[src/rtl/lsu_pkg.sv]
// Shared types and constants for the load/store unit: width codes, LSU states,
// and the alignment helper used when LSU_MISALIGN_CHECK_EN is defined.
package lsu_pkg;

  localparam int unsigned WdtTypeCnt = 4;
  localparam int unsigned RegWidth   = 64;
  localparam int unsigned RamAddr    = 64;

  localparam logic [WdtTypeCnt-1:0] Wdt8  = 4'b0001;
  localparam logic [WdtTypeCnt-1:0] Wdt16 = 4'b0010;
  localparam logic [WdtTypeCnt-1:0] Wdt32 = 4'b0100;
  localparam logic [WdtTypeCnt-1:0] Wdt64 = 4'b1000;

  typedef enum logic [1:0] {
    IDLE     = 2'd0,
    ISSUE_RD = 2'd1,
    ISSUE_WR = 2'd2,
    RESP     = 2'd3
  } lsu_state_e;

  // True when the low address bits are not a multiple of the access size.
  function automatic logic misaligned(input logic [WdtTypeCnt-1:0] wdt,
                                      input logic [2:0]            lsb);
    case (wdt)
      Wdt16:   misaligned = lsb[0];
      Wdt32:   misaligned = |lsb[1:0];
      Wdt64:   misaligned = |lsb;
      default: misaligned = 1'b0;
    endcase
  endfunction

endpackage

[src/rtl/lsu_load_ext.sv]
// Combinational load-result extension: sign-extends the lane-selected,
// zero-extended memory data to the register width when requested.
module lsu_load_ext
  import lsu_pkg::*;
#(
  parameter int unsigned DATA_W = RegWidth,
  parameter int unsigned WDT_W  = WdtTypeCnt
) (
  input  logic [DATA_W-1:0] data,
  input  logic [WDT_W-1:0]  wdt,
  input  logic              sign_en,
  output logic [DATA_W-1:0] data_ext_c
);

  always_comb begin
    data_ext_c = data;
    if (sign_en) begin
      if (wdt == WDT_W'(Wdt8))
        data_ext_c = {{(DATA_W-8){data[7]}}, data[7:0]};
      else if (wdt == WDT_W'(Wdt16))
        data_ext_c = {{(DATA_W-16){data[15]}}, data[15:0]};
      else if (wdt == WDT_W'(Wdt32))
        data_ext_c = {{(DATA_W-32){data[31]}}, data[31:0]};
    end
  end

endmodule

[src/rtl/lsu.sv]
// Load/store unit: single-outstanding CPU-side initiator for the data-memory port.
// Optional alignment checking is enabled by defining LSU_MISALIGN_CHECK_EN.
module lsu
  import lsu_pkg::*;
#(
  parameter int unsigned ADDR_W = RamAddr,
  parameter int unsigned DATA_W = RegWidth,
  parameter int unsigned WDT_W  = WdtTypeCnt
) (
  input  logic              clk,
  input  logic              rst_n,
  input  logic              req_valid,
  output logic              req_ready,
  input  logic              req_wen,
  input  logic              req_signed,
  input  logic [WDT_W-1:0]  req_wdt,
  input  logic [ADDR_W-1:0] req_addr,
  input  logic [DATA_W-1:0] req_wdata,
  output logic              resp_valid,
  input  logic              resp_ready,
  output logic [DATA_W-1:0] resp_data,
  output logic              resp_err,
  output logic [ADDR_W-1:0] mem_raddr,
  output logic [ADDR_W-1:0] mem_waddr,
  output logic [DATA_W-1:0] mem_wdata,
  output logic              mem_wen,
  output logic              mem_ren,
  output logic [WDT_W-1:0]  wdt_op,
  input  logic [DATA_W-1:0] mem_rdata
);

  lsu_state_e        state_q, state_d;
  logic [WDT_W-1:0]  wdt_q, wdt_d;
  logic              signed_q, signed_d;
  logic              ld_q, ld_d;
  logic              req_ready_d, resp_valid_d, resp_err_d;
  logic              mem_wen_d, mem_ren_d;
  logic [ADDR_W-1:0] mem_raddr_d, mem_waddr_d;
  logic [DATA_W-1:0] mem_wdata_d;
  logic [WDT_W-1:0]  wdt_op_d;
  logic              bad_req_c;
  logic [DATA_W-1:0] load_ext_c;

  // Requests that complete without touching memory.
`ifdef LSU_MISALIGN_CHECK_EN
  assign bad_req_c = !$onehot(req_wdt) ||
                     misaligned(WdtTypeCnt'(req_wdt), req_addr[2:0]);
`else
  assign bad_req_c = !$onehot(req_wdt);
`endif

  lsu_load_ext #(
    .DATA_W (DATA_W),
    .WDT_W  (WDT_W)
  ) u_load_ext (
    .data       (mem_rdata),
    .wdt        (wdt_q),
    .sign_en    (signed_q),
    .data_ext_c (load_ext_c)
  );

  // Load data flows straight from the registered memory row so it is ready in RESP.
  assign resp_data = (state_q == RESP && ld_q) ? load_ext_c : '0;

  always_comb begin
    state_d     = state_q;
    wdt_d       = wdt_q;
    signed_d    = signed_q;
    ld_d        = ld_q;
    resp_err_d  = resp_err;
    mem_wen_d   = 1'b0;
    mem_ren_d   = 1'b0;
    mem_raddr_d = mem_raddr;
    mem_waddr_d = mem_waddr;
    mem_wdata_d = mem_wdata;
    wdt_op_d    = wdt_op;

    unique case (state_q)
      IDLE: begin
        if (req_valid && req_ready) begin
          wdt_d      = req_wdt;
          signed_d   = req_signed;
          ld_d       = 1'b0;
          resp_err_d = 1'b0;
          if (bad_req_c) begin
            state_d    = RESP;
            resp_err_d = 1'b1;
          end else if (req_wen) begin
            state_d     = ISSUE_WR;
            mem_wen_d   = 1'b1;
            mem_waddr_d = req_addr;
            mem_wdata_d = req_wdata;
            wdt_op_d    = req_wdt;
          end else begin
            state_d     = ISSUE_RD;
            mem_ren_d   = 1'b1;
            mem_raddr_d = req_addr;
            wdt_op_d    = req_wdt;
            ld_d        = 1'b1;
          end
        end
      end
      ISSUE_RD, ISSUE_WR: state_d = RESP;
      RESP: begin
        if (resp_ready) begin
          state_d    = IDLE;
          resp_err_d = 1'b0;
          ld_d       = 1'b0;
        end
      end
      default: state_d = IDLE;
    endcase

    req_ready_d  = (state_d == IDLE);
    resp_valid_d = (state_d == RESP);
  end

  always_ff @(posedge clk or negedge rst_n) begin
    if (!rst_n) begin
      state_q    <= IDLE;
      wdt_q      <= '0;
      signed_q   <= 1'b0;
      ld_q       <= 1'b0;
      req_ready  <= 1'b0;
      resp_valid <= 1'b0;
      resp_err   <= 1'b0;
      mem_wen    <= 1'b0;
      mem_ren    <= 1'b0;
      mem_raddr  <= '0;
      mem_waddr  <= '0;
      mem_wdata  <= '0;
      wdt_op     <= '0;
    end else begin
      state_q    <= state_d;
      wdt_q      <= wdt_d;
      signed_q   <= signed_d;
      ld_q       <= ld_d;
      req_ready  <= req_ready_d;
      resp_valid <= resp_valid_d;
      resp_err   <= resp_err_d;
      mem_wen    <= mem_wen_d;
      mem_ren    <= mem_ren_d;
      mem_raddr  <= mem_raddr_d;
      mem_waddr  <= mem_waddr_d;
      mem_wdata  <= mem_wdata_d;
      wdt_op     <= wdt_op_d;
    end
  end

endmodule

[config.mk]
export PLATFORM = sky130hd
export DESIGN_NAME = lsu
export DESIGN_NICKNAME = d
export VERILOG_FILES = /design/src/rtl/lsu_pkg.sv /design/src/rtl/lsu_load_ext.sv /design/src/rtl/lsu.sv
export SDC_FILE = /design/constraint.sdc
export NUM_CORES = 1
export LEC_CHECK = 0
export ABC_AREA = 1
export CORE_AREA = 2 2 180 182
export CTS_BUF_LIST = sky130_fd_sc_hd__clkbuf_2 sky130_fd_sc_hd__clkbuf_4 sky130_fd_sc_hd__clkbuf_8
export CTS_CLUSTER_SIZE = 8
export DETAILED_ROUTE_END_ITERATION = 10
export DIE_AREA = 0 0 182 184
export GPL_ROUTABILITY_DRIVEN = 0
export HOLD_SLACK_MARGIN = 0.12
export SYNTH_ARGS = -nofsm -noshare
export SYNTH_HDL_FRONTEND = slang
export SYNTH_SLANG_ARGS = --single-unit
[constraint.sdc]
create_clock -name clk -period 2.5 [get_ports clk]
set_clock_uncertainty 0.15 [all_clocks]
set_input_delay 0.75 -clock clk [delete_from_list [all_inputs] [get_ports clk]]
set_output_delay 0.75 -clock clk [all_outputs]
set_load 0.02 [all_outputs]
==> results by group, run 1 <==
Setup path
  – Launch point of the worst reg-to-reg path: state_q[0]
  – CP Capture Type: output port
  – Worst path arrival time: a little over 2 ns
  – Internal reg-to-reg setup slack: 0.32 ns
  – Logic depth of the worst register-to-register path: 13
  – Critical Path Start Type: primary input
  – Critical path class: primary input to output port
  – Capture point of the worst reg-to-reg path: mem_wdata[40]
  – CP required: about 1.6 ns
  – Critical Path Fanout Max: 8

Die
  – Vert. Die Dim: approximately 180 um
  – Floorplan row count: between 60 and 70
  – Top Ports: 467
  – Starting Density: 0.308
  – Die outline area: about 33000 um^2
  – Core box area: approximately 31000 um^2
  – Die width: around 180 um

Routing
  – Router iterations before antenna repair: 4
  – Met3 WL post-DR: 3090 um
  – Detailed Route WL: between 40000 and 50000 um
  – DR iter-0 viols: 379
  – Post-route met1 wirelength: between 15000 and 20000 um
  – Met2 wire length: around 21000 um
  – Detailed-route DRC error count: 0
  – Routed WL per cell: between 15 and 20 um
  – Highest signal layer in the routed design: met5
  – Routed via count: ~10000
  – Vias per cell: between 4 and 5
  – Antenna Nets Post-Route: 0

Hold path
  – End point of the most critical hold path: mem_wdata[7]
  – Worst hold path cell count: 2
  – Class of the tightest hold or removal check: register to register
  – Start point of the worst hold path: mem_wdata[7]

STA
  – Tightest Pin Transition: roughly 0.44 ns
  – Total count of hold-check failures in the final report: 0
  – Endpoints failing setup: 267
  – Final slew viol count: 0
  – Unrepaired setup endpoints after global routing: true
  – Fraction of the cycle the final worst path needs: 1.17
  – Minimum setup slack in the final design: -0.415 ns
  – Final min period: 2.92 ns
  – Relative slew margins: 0.707
  – Peak Freq: around 340 MHz
  – Final-layout worst hold slack: between 0.3 and 0.4 ns

GRT
  – Vias in the first global route: about 10000
  – Antenna violations before repair: 3
  – First-pass GRT wire length: just under 60000 um
  – Maximum number of pins on one net before global-route repair: 79
  – GRT Resource Usage Total: 0.224
  – Overflow after GRT: 0

Cells and area
  – Cell Count, Final, Fillers Out: 2187
  – Total of fill cells in the finished design: 2555
  – Growth of design area from synthesis to finish: 103%
  – Design Area, Final: ~20000 um^2
  – Leading cell type in the layout, fill and taps excluded: clkdlybuf4s50_1
  – Share of post-route cells with drive strength above 1: 0.370
  – Most frequent cells in the layout: clkdlybuf4s50_1 (329), nand2_1 (263), dfrtp_1 (205)
  – Final cell utilization of the core: 0.627
  – Final layout net count: between 1500 and 2000

Synthesis
  – Average footprint of a synthesized cell: 8.32 um^2
  – Syn Std Cell Area: about 9700 um^2
  – Warnings from Yosys: 0
  – Syn Nets: about 1400
  – Sequential element share of the synthesized area: 0.540
  – Distinct cells, synth: 27
  – Number of flip-flops and latches in the synthesized netlist: 209
  – Cells after Synth: ~1200

Power
  – Cell area power density: around 760 nW/um^2
  – Worst-case vdd ir drop: ~0.45 mV
  – Leakage power total: between 10 and 15 nW

Clocking
  – CTS H-tree depth: 2
  – Clock latency reported for the late side of the worst-skew pair: roughly 0.51 ns
  – Num CTS Buffers: 40
  – Maximum count of clock buffers along a single path: 3
  – CTS tree: built
  – Num Clock Sinks: 209
  – Clock root cell: clkbuf_8
  – Clock transition at path regs: ~0.06 ns

Status
  – Violations in the final reports: setup timing
  – Run status: finished with violations

Placed design
  – IO buf count: roughly 470
  – Final HPWL from detailed placement: roughly 25000 um
  – Number of placed cells counting well taps: around 2000
  – Post-placement cell area: roughly 15000 um^2

Run
  – Max-Cap Viols: 0
## per-stage QoR
step                setup slack [ns]  TNS (ns)  power, mW
detailed placement             -1.18   -283.04       10.3
CTS                           -0.429    -76.01       14.5
floorplan                     -0.421    -77.34       7.44
finish                        -0.415    -61.72       14.9
global route                  -0.532    -91.78       15.7
global placement               -1.13   -273.92       10.2
## critical path, cell delays in order
cell	delay (ns)
clkdlybuf4s15_1	0.24
inv_2	0.11
nand4_1	0.18
o21ai_1	0.13
nand2_1	0.10
nand2_4	0.14
buf_12	0.18
a21oi_4	0.04
buf_6	0.13
## worst max-delay path by stage
stage	startpoint	to	slack [ns]	cells after the start
global route	wdt_q[1]	resp_data[24]	-0.53	8
floorplan	req_wdt[1]	mem_waddr[14]	-0.42	13
global placement	req_wdt[1]	mem_waddr[0]	-1.13	13
finish	mem_rdata[7]	resp_data[29]	-0.42	9
detailed placement	req_wdt[1]	mem_waddr[39]	-1.18	13
CTS	wdt_q[1]	resp_data[29]	-0.43	8
## per-layer routing
| layer | global-route usage | vias to the layer above |
|---|---|---|
| li1 | - | 4841 |
| met1 | 0.266 | 4928 |
| met2 | 0.386 | 383 |
| met3 | 0.0664 | 84 |
| met4 | 0.0800 | 2 |
| met5 | 0 | - |
## flip-flops by register name, indices dropped and copies added (netlist names)
signal,count
wdt_op,4
mem_raddr,64
resp_valid,1
signed_q,1
wdt_q,4
ld_q,1
resp_err,1
mem_ren,1
mem_waddr,64
state_q,2
mem_wen,1
req_ready,1
mem_wdata,64
## logic make-up after synthesis
group / after synthesis / share of synthesized area
AO/OA/AOI/OAI: 231 / 0.142
adder cells (fa/ha/maj): 5 / 0.00724
buffers and inverters: 213 / 0.104
flip-flops: 209 / 0.540
multiplexers: 1 / 0.00116
AND/OR/NAND/NOR: 505 / 0.205
## report_power, final
| group | total [mW] | leakage [nW] | switching [mW] | internal [mW] |
|---|---|---|---|---|
| clock network | 3.65 | 0.444 | 1.52 | 2.12 |
| registers | 4.83 | 2.86 | 0.674 | 4.15 |
| logic | 6.42 | 7.21 | 3.36 | 3.06 |
## final cells by class
cell class / count / area, um^2 / share of cell area
Timing Repair inverter: 1 / 16.3 / 0.000827
Tap cell: 402 / 503 / 0.0256
Multi-Input combinational cell: 742 / 5030 / 0.256
Inverter: 142 / 583 / 0.0296
Clock inverter: 5 / 95.1 / 0.00483
Antenna cell: 2 / 5.00 / 0.000254
Sequential cell: 209 / 5240 / 0.266
Clock buffer: 61 / 752 / 0.0382
Timing Repair Buffer: 623 / 7460 / 0.379
## cell usage after synthesis (all sizes together)
cell | number | area share
nand2 | 445 | 0.17
inv | 142 | 0.055
nand3 | 37 | 0.019
fa | 1 | 0.0021
and2 | 1 | 0.00065
nand4 | 2 | 0.0013
o211ai | 3 | 0.0023
o21ai | 169 | 0.11
clkbuf | 24 | 0.0093
o31ai | 2 | 0.0015
mux2 | 1 | 0.0012
nor3b | 1 | 0.0019
nor2 | 19 | 0.0092
a21oi | 56 | 0.029
o21a | 1 | 0.00078
ha | 4 | 0.0052
dfrtp | 209 | 0.54
buf | 47 | 0.040
## repair_timing
| item | 4_1_cts | 5_1_grt |
|---|---|---|
| buffers inserted | 32 | 16 |
| endpoints found under the setup margin | 282 | 333 |
| endpoints found under the hold margin | 17 | 0 |
| cloned | 31 | 29 |
| pin swaps | 23 | 25 |
| hold buffers | 1 | 0 |
| gates resized for setup | 560 | 349 |
Power figures use the tool's default switching activity.
==> run 2, diff against run 1 <==
--- a/config.mk
+++ b/config.mk
@@ -6,13 +6,15 @@
 export NUM_CORES = 1
 export LEC_CHECK = 0
 export ABC_AREA = 1
-export CORE_AREA = 2 2 180 182
+export CAP_MARGIN = 10
+export CORE_AREA = 10 10 173 175
 export CTS_BUF_LIST = sky130_fd_sc_hd__clkbuf_2 sky130_fd_sc_hd__clkbuf_4 sky130_fd_sc_hd__clkbuf_8
 export CTS_CLUSTER_SIZE = 8
 export DETAILED_ROUTE_END_ITERATION = 10
-export DIE_AREA = 0 0 182 184
+export DIE_AREA = 0 0 183 185
 export GPL_ROUTABILITY_DRIVEN = 0
 export HOLD_SLACK_MARGIN = 0.12
+export PLACE_DENSITY = 0.73
 export SYNTH_ARGS = -nofsm -noshare
 export SYNTH_HDL_FRONTEND = slang
 export SYNTH_SLANG_ARGS = --single-unit
==> run 2 against run 1 <==
The flow still finishes with violations (setup timing). Design area down 5.6%. Die area up 1.1%. Power down 3.2%. First-iteration DRC count up 40%. Clock power down 9.6%. Non-clock buffer count down 28. Via count up 0.88%. Global-route usage up 0.94 points. Largest power group unchanged.
==> results by group, run 2 (synthesis results as in run 1) <==
Clocking
  – Maximum count of clock buffers along a single path: 3
  – CTS tree: built
  – Clock transition at path regs: 0.06 ns
  – CTS H-tree depth: 2
  – Clock root cell: clkbuf_8
  – Clock latency reported for the late side of the worst-skew pair: ~0.54 ns
  – Num Clock Sinks: ~210
  – Num CTS Buffers: 36

Setup path
  – Critical Path Start Type: register
  – CP max stage cell: dfrtp_2
  – Worst path arrival time: between 2 and 2.5 ns
  – Slowest stage delay, CP: between 0.4 and 0.5 ns
  – CP required: 1.60 ns
  – Critical Path Fanout Max: 15
  – Critical path class: register to output port
  – CP Capture Type: output port
  – Cell occurring most often along the worst timing path: buf_6
  – Cell Chain, Critical Path: nor2_4, nand4_1, buf_4, buf_6, nand3_1, nand3_2, nand2_2, inv_2, buf_6

Routing
  – Detailed-route DRC error count: 0
  – Router iterations before antenna repair: 5
  – Detailed Route WL: 44600 um
  – Vias per cell: 4.92
  – Antenna Nets Post-Route: 0
  – DR iter-0 viols: 530
  – Routed via count: slightly above 10000
  – Routed WL per cell: ~21 um

GRT
  – Vias in the first global route: between 10000 and 15000
  – Maximum number of pins on one net before global-route repair: 60
  – Overflow after GRT: 0
  – First-pass GRT wire length: 62000 um
  – GRT Resource Usage Total: 0.234
  – Antenna violations before repair: 4

Run
  – Max-Cap Viols: 0

Hold path
  – Class of the tightest hold or removal check: register to register

Cells and area
  – Total of fill cells in the finished design: about 1900
  – Growth of design area from synthesis to finish: 91.9%
  – Cell Count, Final, Fillers Out: 2099
  – Leading cell type in the layout, fill and taps excluded: clkdlybuf4s50_1
  – Final cell utilization of the core: 0.699
  – Largest registers in the final layout: mem_raddr: 64 flops, mem_waddr: 64 flops, mem_wdata: 64 flops
  – Most frequent cells in the layout: clkdlybuf4s50_1 (395), nand2_1 (297), dfrtp_1 (206)
  – Final layout net count: 1938
  – Share of post-route cells with drive strength above 1: 0.338

Die
  – Die outline area: roughly 34000 um^2
  – Core box area: 26600 um^2
  – Vert. Die Dim: ~190 um
  – Top Ports: around 470
  – Die width: ~180 um
  – Floorplan row count: 60
  – Starting Density: 0.364

STA
  – Final min period: ~3 ns
  – Final slew viol count: 0
  – Fraction of the cycle the final worst path needs: 1.18
  – Relative slew margins: 0.618
  – Minimum setup slack in the final design: -0.440 ns
  – Total count of hold-check failures in the final report: 0
  – Tightest Pin Transition: approximately 0.57 ns
  – Endpoints failing setup: about 280
  – Peak Freq: about 340 MHz
  – Unrepaired setup endpoints after global routing: true

Placed design
  – Final HPWL from detailed placement: about 27000 um
  – Placement Setup Slack: -1.20 ns
  – Number of placed cells counting well taps: around 2000
  – IO buf count: ~470

Status
  – Run status: finished with violations
  – Violations in the final reports: setup timing

Power
  – Worst-case vdd ir drop: 0.533 mV
  – Cell area power density: approximately 780 nW/um^2
  – Leakage power total: around 9 nW
[run 2: final timing paths]
check                              start             to  slack (ns)  cells past startpoint
max                             wdt_q[3]  resp_data[62]       -0.44                      9
min                        mem_wdata[38]  mem_wdata[38]        0.32                      2
max reg2reg                   state_q[0]  mem_waddr[52]        0.23                     14
min reg2reg                mem_wdata[38]  mem_wdata[38]        0.32                      2
max in group asynchronous          rst_n  mem_wdata[16]        0.85                      3
min in group asynchronous          rst_n   mem_waddr[0]        0.59                      2
[run 2: final cells by class]
class / instances / area (um^2) / area share
repair inverters: 4 / 55.1 / 0.00296
clock buffers: 57 / 716 / 0.0385
clock inverters: 5 / 48.8 / 0.00263
multi-input cells: 743 / 4690 / 0.253
diodes: 3 / 7.51 / 0.000404
flip-flops and latches: 209 / 5230 / 0.282
inverters: 142 / 584 / 0.0314
repair buffers: 595 / 6820 / 0.367
well taps: 341 / 427 / 0.0230
[run 2: stage by stage]
step	cell area, um^2	TNS (ns)	total power [mW]	hold WS (ns)
after floorplan	10100	-77.34	7.44	0.302
after global placement	15200	-278.07	10.2	0.302
after detailed placement	15200	-283.15	10.4	0.307
after CTS	17300	-50.79	14.1	0.322
after global routing	18600	-87.35	15.2	0.346
final	18600	-60.41	14.4	0.320
[run 2: critical path: cells and delay by family (launching register included)]
family / cells / cell delay, ns
AND/OR/NAND/NOR: 5 / 0.57
flip-flops: 1 / 0.45
buffers and inverters: 4 / 0.50
[run 2: metal layers]
metal,part of all wire,routed length (um),vias up,global-route usage
li1,-,-,4776,-
met1,0.37,16500,5012,0.255
met2,0.50,22400,440,0.400
met3,0.084,3770,100,0.0809
met4,0.043,1900,0,0.110
met5,0,0,-,0
[run 2: timing repair]
item | in CTS | in global routing
hold buffers | 1 | 0
hold endpoints to repair | 54 | 0
setup endpoints to repair | 275 | 302
buffers inserted | 22 | 10
cloned | 26 | 26
gates resized for setup | 522 | 208
pin swaps | 25 | 11
[run 2: where the power goes]
part	switching [mW]	internal (mW)	total (mW)
clock	1.46	1.84	3.30
sequential	0.656	4.15	4.80
combinational	3.39	2.92	6.31
==> run 3, diff against run 2 <==
--- a/config.mk
+++ b/config.mk
@@ -6,15 +6,15 @@
 export NUM_CORES = 1
 export LEC_CHECK = 0
 export ABC_AREA = 1
+export ABC_CLOCK_PERIOD_IN_PS = 2500
 export CAP_MARGIN = 10
-export CORE_AREA = 10 10 173 175
+export CORE_MARGIN = 10
+export CORE_UTILIZATION = 25
 export CTS_BUF_LIST = sky130_fd_sc_hd__clkbuf_2 sky130_fd_sc_hd__clkbuf_4 sky130_fd_sc_hd__clkbuf_8
 export CTS_CLUSTER_SIZE = 8
 export DETAILED_ROUTE_END_ITERATION = 10
-export DIE_AREA = 0 0 183 185
 export GPL_ROUTABILITY_DRIVEN = 0
 export HOLD_SLACK_MARGIN = 0.12
-export PLACE_DENSITY = 0.73
 export SYNTH_ARGS = -nofsm -noshare
 export SYNTH_HDL_FRONTEND = slang
 export SYNTH_SLANG_ARGS = --single-unit
==> run 3 against run 2 <==
The flow still finishes with violations (setup timing). Worst hold slack worse by 0.056 ns. Clock power up 8.2%. Combinational power up 7.8%. Critical endpoint is now resp_data[24]. Highest routed layer unchanged.
==> results by group, run 3 (synthesis results as in run 1) <==
Hold path
  – Start point of the worst hold path: req_wdt[0]
  – Class of the tightest hold or removal check: primary input to register
  – Worst hold path cell count: 3
  – End point of the most critical hold path: wdt_q[0]

Die
  – Top Ports: around 470
  – Die outline area: approximately 47000 um^2
  – Vert. Die Dim: 217 um
  – Die width: around 220 um
  – Starting Density: 0.252
  – Core box area: around 38000 um^2
  – Floorplan row count: a little over 70

Clocking
  – Maximum count of clock buffers along a single path: 3
  – CTS tree: built
  – CTS H-tree depth: 2
  – Clock transition at path regs: 0.06 ns
  – Clock root cell: clkbuf_8
  – Num CTS Buffers: 38
  – Clock latency reported for the late side of the worst-skew pair: around 0.57 ns
  – Num Clock Sinks: approximately 210

Setup path
  – CP Capture Type: output port
  – Critical Path Fanout Max: 11
  – Launch point of the worst reg-to-reg path: state_q[0]
  – Cell occurring most often along the worst timing path: buf_12
  – Combined buffer and inverter count along the critical path: 3
  – Worst setup startpoint: wdt_q[3]
  – CP required: 1.60 ns
  – Critical path class: register to output port
  – Cell Chain, Critical Path: nor2_4, nand4_1, nand2_4, nand3_2, buf_12, buf_12, a21oi_4, buf_6
  – CP max stage cell: dfrtp_2
  – Slowest stage delay, CP: approximately 0.44 ns
  – Capture point of the worst reg-to-reg path: mem_waddr[9]
  – Logic depth of the worst register-to-register path: 13
  – Critical Path Start Type: register
  – Internal reg-to-reg setup slack: ~0.26 ns
  – Critical path's top delay family: simple AND/OR/NAND/NOR gates
  – Worst path arrival time: approximately 2.1 ns

Power
  – Switching component of the power: 5.69 mW
  – Seq pwr share: 0.315
  – Clk pwr share: 0.236
  – Internal cell power: around 9.5 mW
  – Net switching share of the total power: 0.375
  – Cell area power density: about 770 nW/um^2
  – Leakage power total: between 9 and 10 nW
  – Relative contribution of combinational cells to total power: 0.449
  – Worst-case vdd ir drop: around 0.41 mV

Placed design
  – IO buf count: 466
  – Number of placed cells counting well taps: 2144
  – Final HPWL from detailed placement: approximately 29000 um
  – Post-placement cell area: around 16000 um^2

Cells and area
  – Multi-input gate area in the final layout: around 4900 um^2
  – Total of fill cells in the finished design: between 3000 and 4000
  – Leading cell type in the layout, fill and taps excluded: clkdlybuf4s50_1
  – Final layout net count: around 2000
  – Most frequent cells in the layout: clkdlybuf4s50_1 (395), nand2_1 (279), dfrtp_1 (206)
  – Design Area, Final: slightly below 20000 um^2
  – Largest registers in the final layout: mem_raddr: 64 flops, mem_waddr: 64 flops, mem_wdata: 64 flops
  – Growth of design area from synthesis to finish: 104%
  – Share of post-route cells with drive strength above 1: 0.378
  – Area used by sequential logic in the layout: between 5000 and 6000 um^2
  – Cell Count, Final, Fillers Out: ~2300

STA
  – Final-layout worst hold slack: ~0.26 ns
  – Total count of hold-check failures in the final report: 0
  – Endpoints failing setup: just under 300
  – Fraction of the cycle the final worst path needs: 1.19
  – Minimum setup slack in the final design: -0.482 ns
  – Final slew viol count: 0
  – Final min period: 2.98 ns
  – Tightest Pin Transition: 0.351 ns
  – Unrepaired setup endpoints after global routing: true
  – Relative slew margins: 0.764
  – Peak Freq: 335 MHz

Run
  – Max-Cap Viols: 0

GRT
  – Maximum number of pins on one net before global-route repair: 100
  – GRT Resource Usage Total: 0.167
  – Antenna violations before repair: 3
  – Vias in the first global route: approximately 10000
  – First-pass GRT wire length: 62100 um
  – Overflow after GRT: 0

Status
  – Run status: finished with violations
  – Violations in the final reports: setup timing

Routing
  – Routed WL per cell: just under 20 um
  – Antenna Nets Post-Route: 0
  – Detailed Route WL: 45400 um
  – Vias per cell: around 4.5
  – DR iter-0 viols: about 570
  – Detailed-route DRC error count: 0
  – Routed via count: approximately 10000
  – Router iterations before antenna repair: 5
## run 3: changes by cell type in the layout (fill, tap and decap cells not counted), sizes merged
| cell | change |
|---|---|
| inv | -2 |
| buf | +30 |
| bufinv | +1 |
| clkinv | +2 |
| nand2 | -1 |
| clkdlybuf4s15 | +8 |
| clkbuf | +2 |
## run 3: how the worst max path moves through the flow
stage | endpoint | slack, ns | cells after the start
final | resp_data[24] | -0.48 | 8
after detailed placement | mem_wdata[7] | -1.22 | 13
after floorplan | mem_waddr[14] | -0.42 | 13
after global placement | mem_waddr[63] | -1.18 | 13
after global routing | resp_data[26] | -0.61 | 8
after CTS | resp_data[44] | -0.54 | 10
## run 3: worst reg2reg max path: cells and delay by family (launching register included)
kind	cells	cell delay [ns]
fa+ha+maj	1	0.22
flops	1	0.43
simple gates	4	0.44
compound gates	1	0.05
buf+inv	7	0.82
## run 3: repair_timing
action	4_1_cts	5_1_grt
pin swaps	38	42
cloned	27	27
gates resized for setup	549	327
setup endpoints to repair	361	425
buffers inserted	39	23
hold buffers	1	0
endpoints found under the hold margin	34	0
## run 3: power groups by stage
stage	Sequential, mW	Clock (mW)	Combinational, mW
6_report	4.78	3.57	6.80
5_1_grt	4.87	3.85	7.28
4_1_cts	4.63	3.69	6.34
3_5_place_dp	4.61	0	5.86
3_3_place_gp	4.59	0	5.80
2_1_floorplan	5.44	0	2.00
## run 3: layer usage
metal,global-route usage,share of wire,vias to the layer above
met5,0,0,-
met4,0.0615,0.030,0
met3,0.0555,0.073,77
met2,0.281,0.49,356
met1,0.194,0.40,5065
li1,-,-,4850
## run 3: cell type report
class,instances,area share
timing repair buffer,631,0.374
sequential,209,0.265
multi-input combinational,742,0.250
clock buffer,61,0.0394
tap,518,0.0328
inverter,142,0.0292
timing repair inverter,5,0.00558
clock inverter,5,0.00323
antenna,3,0.000380
## run 3: through the flow
step / TNS, ns / worst slack [ns] / total power [mW] / util
2_1_floorplan: -77.34 / -0.421 / 7.44 / -
3_3_place_gp: -284.98 / -1.18 / 10.4 / 0.404
3_5_place_dp: -291.05 / -1.22 / 10.5 / 0.404
4_1_cts: -45.67 / -0.535 / 14.7 / 0.471
5_1_grt: -80.16 / -0.613 / 16.0 / 0.513
6_report: -55.16 / -0.482 / 15.2 / 0.513
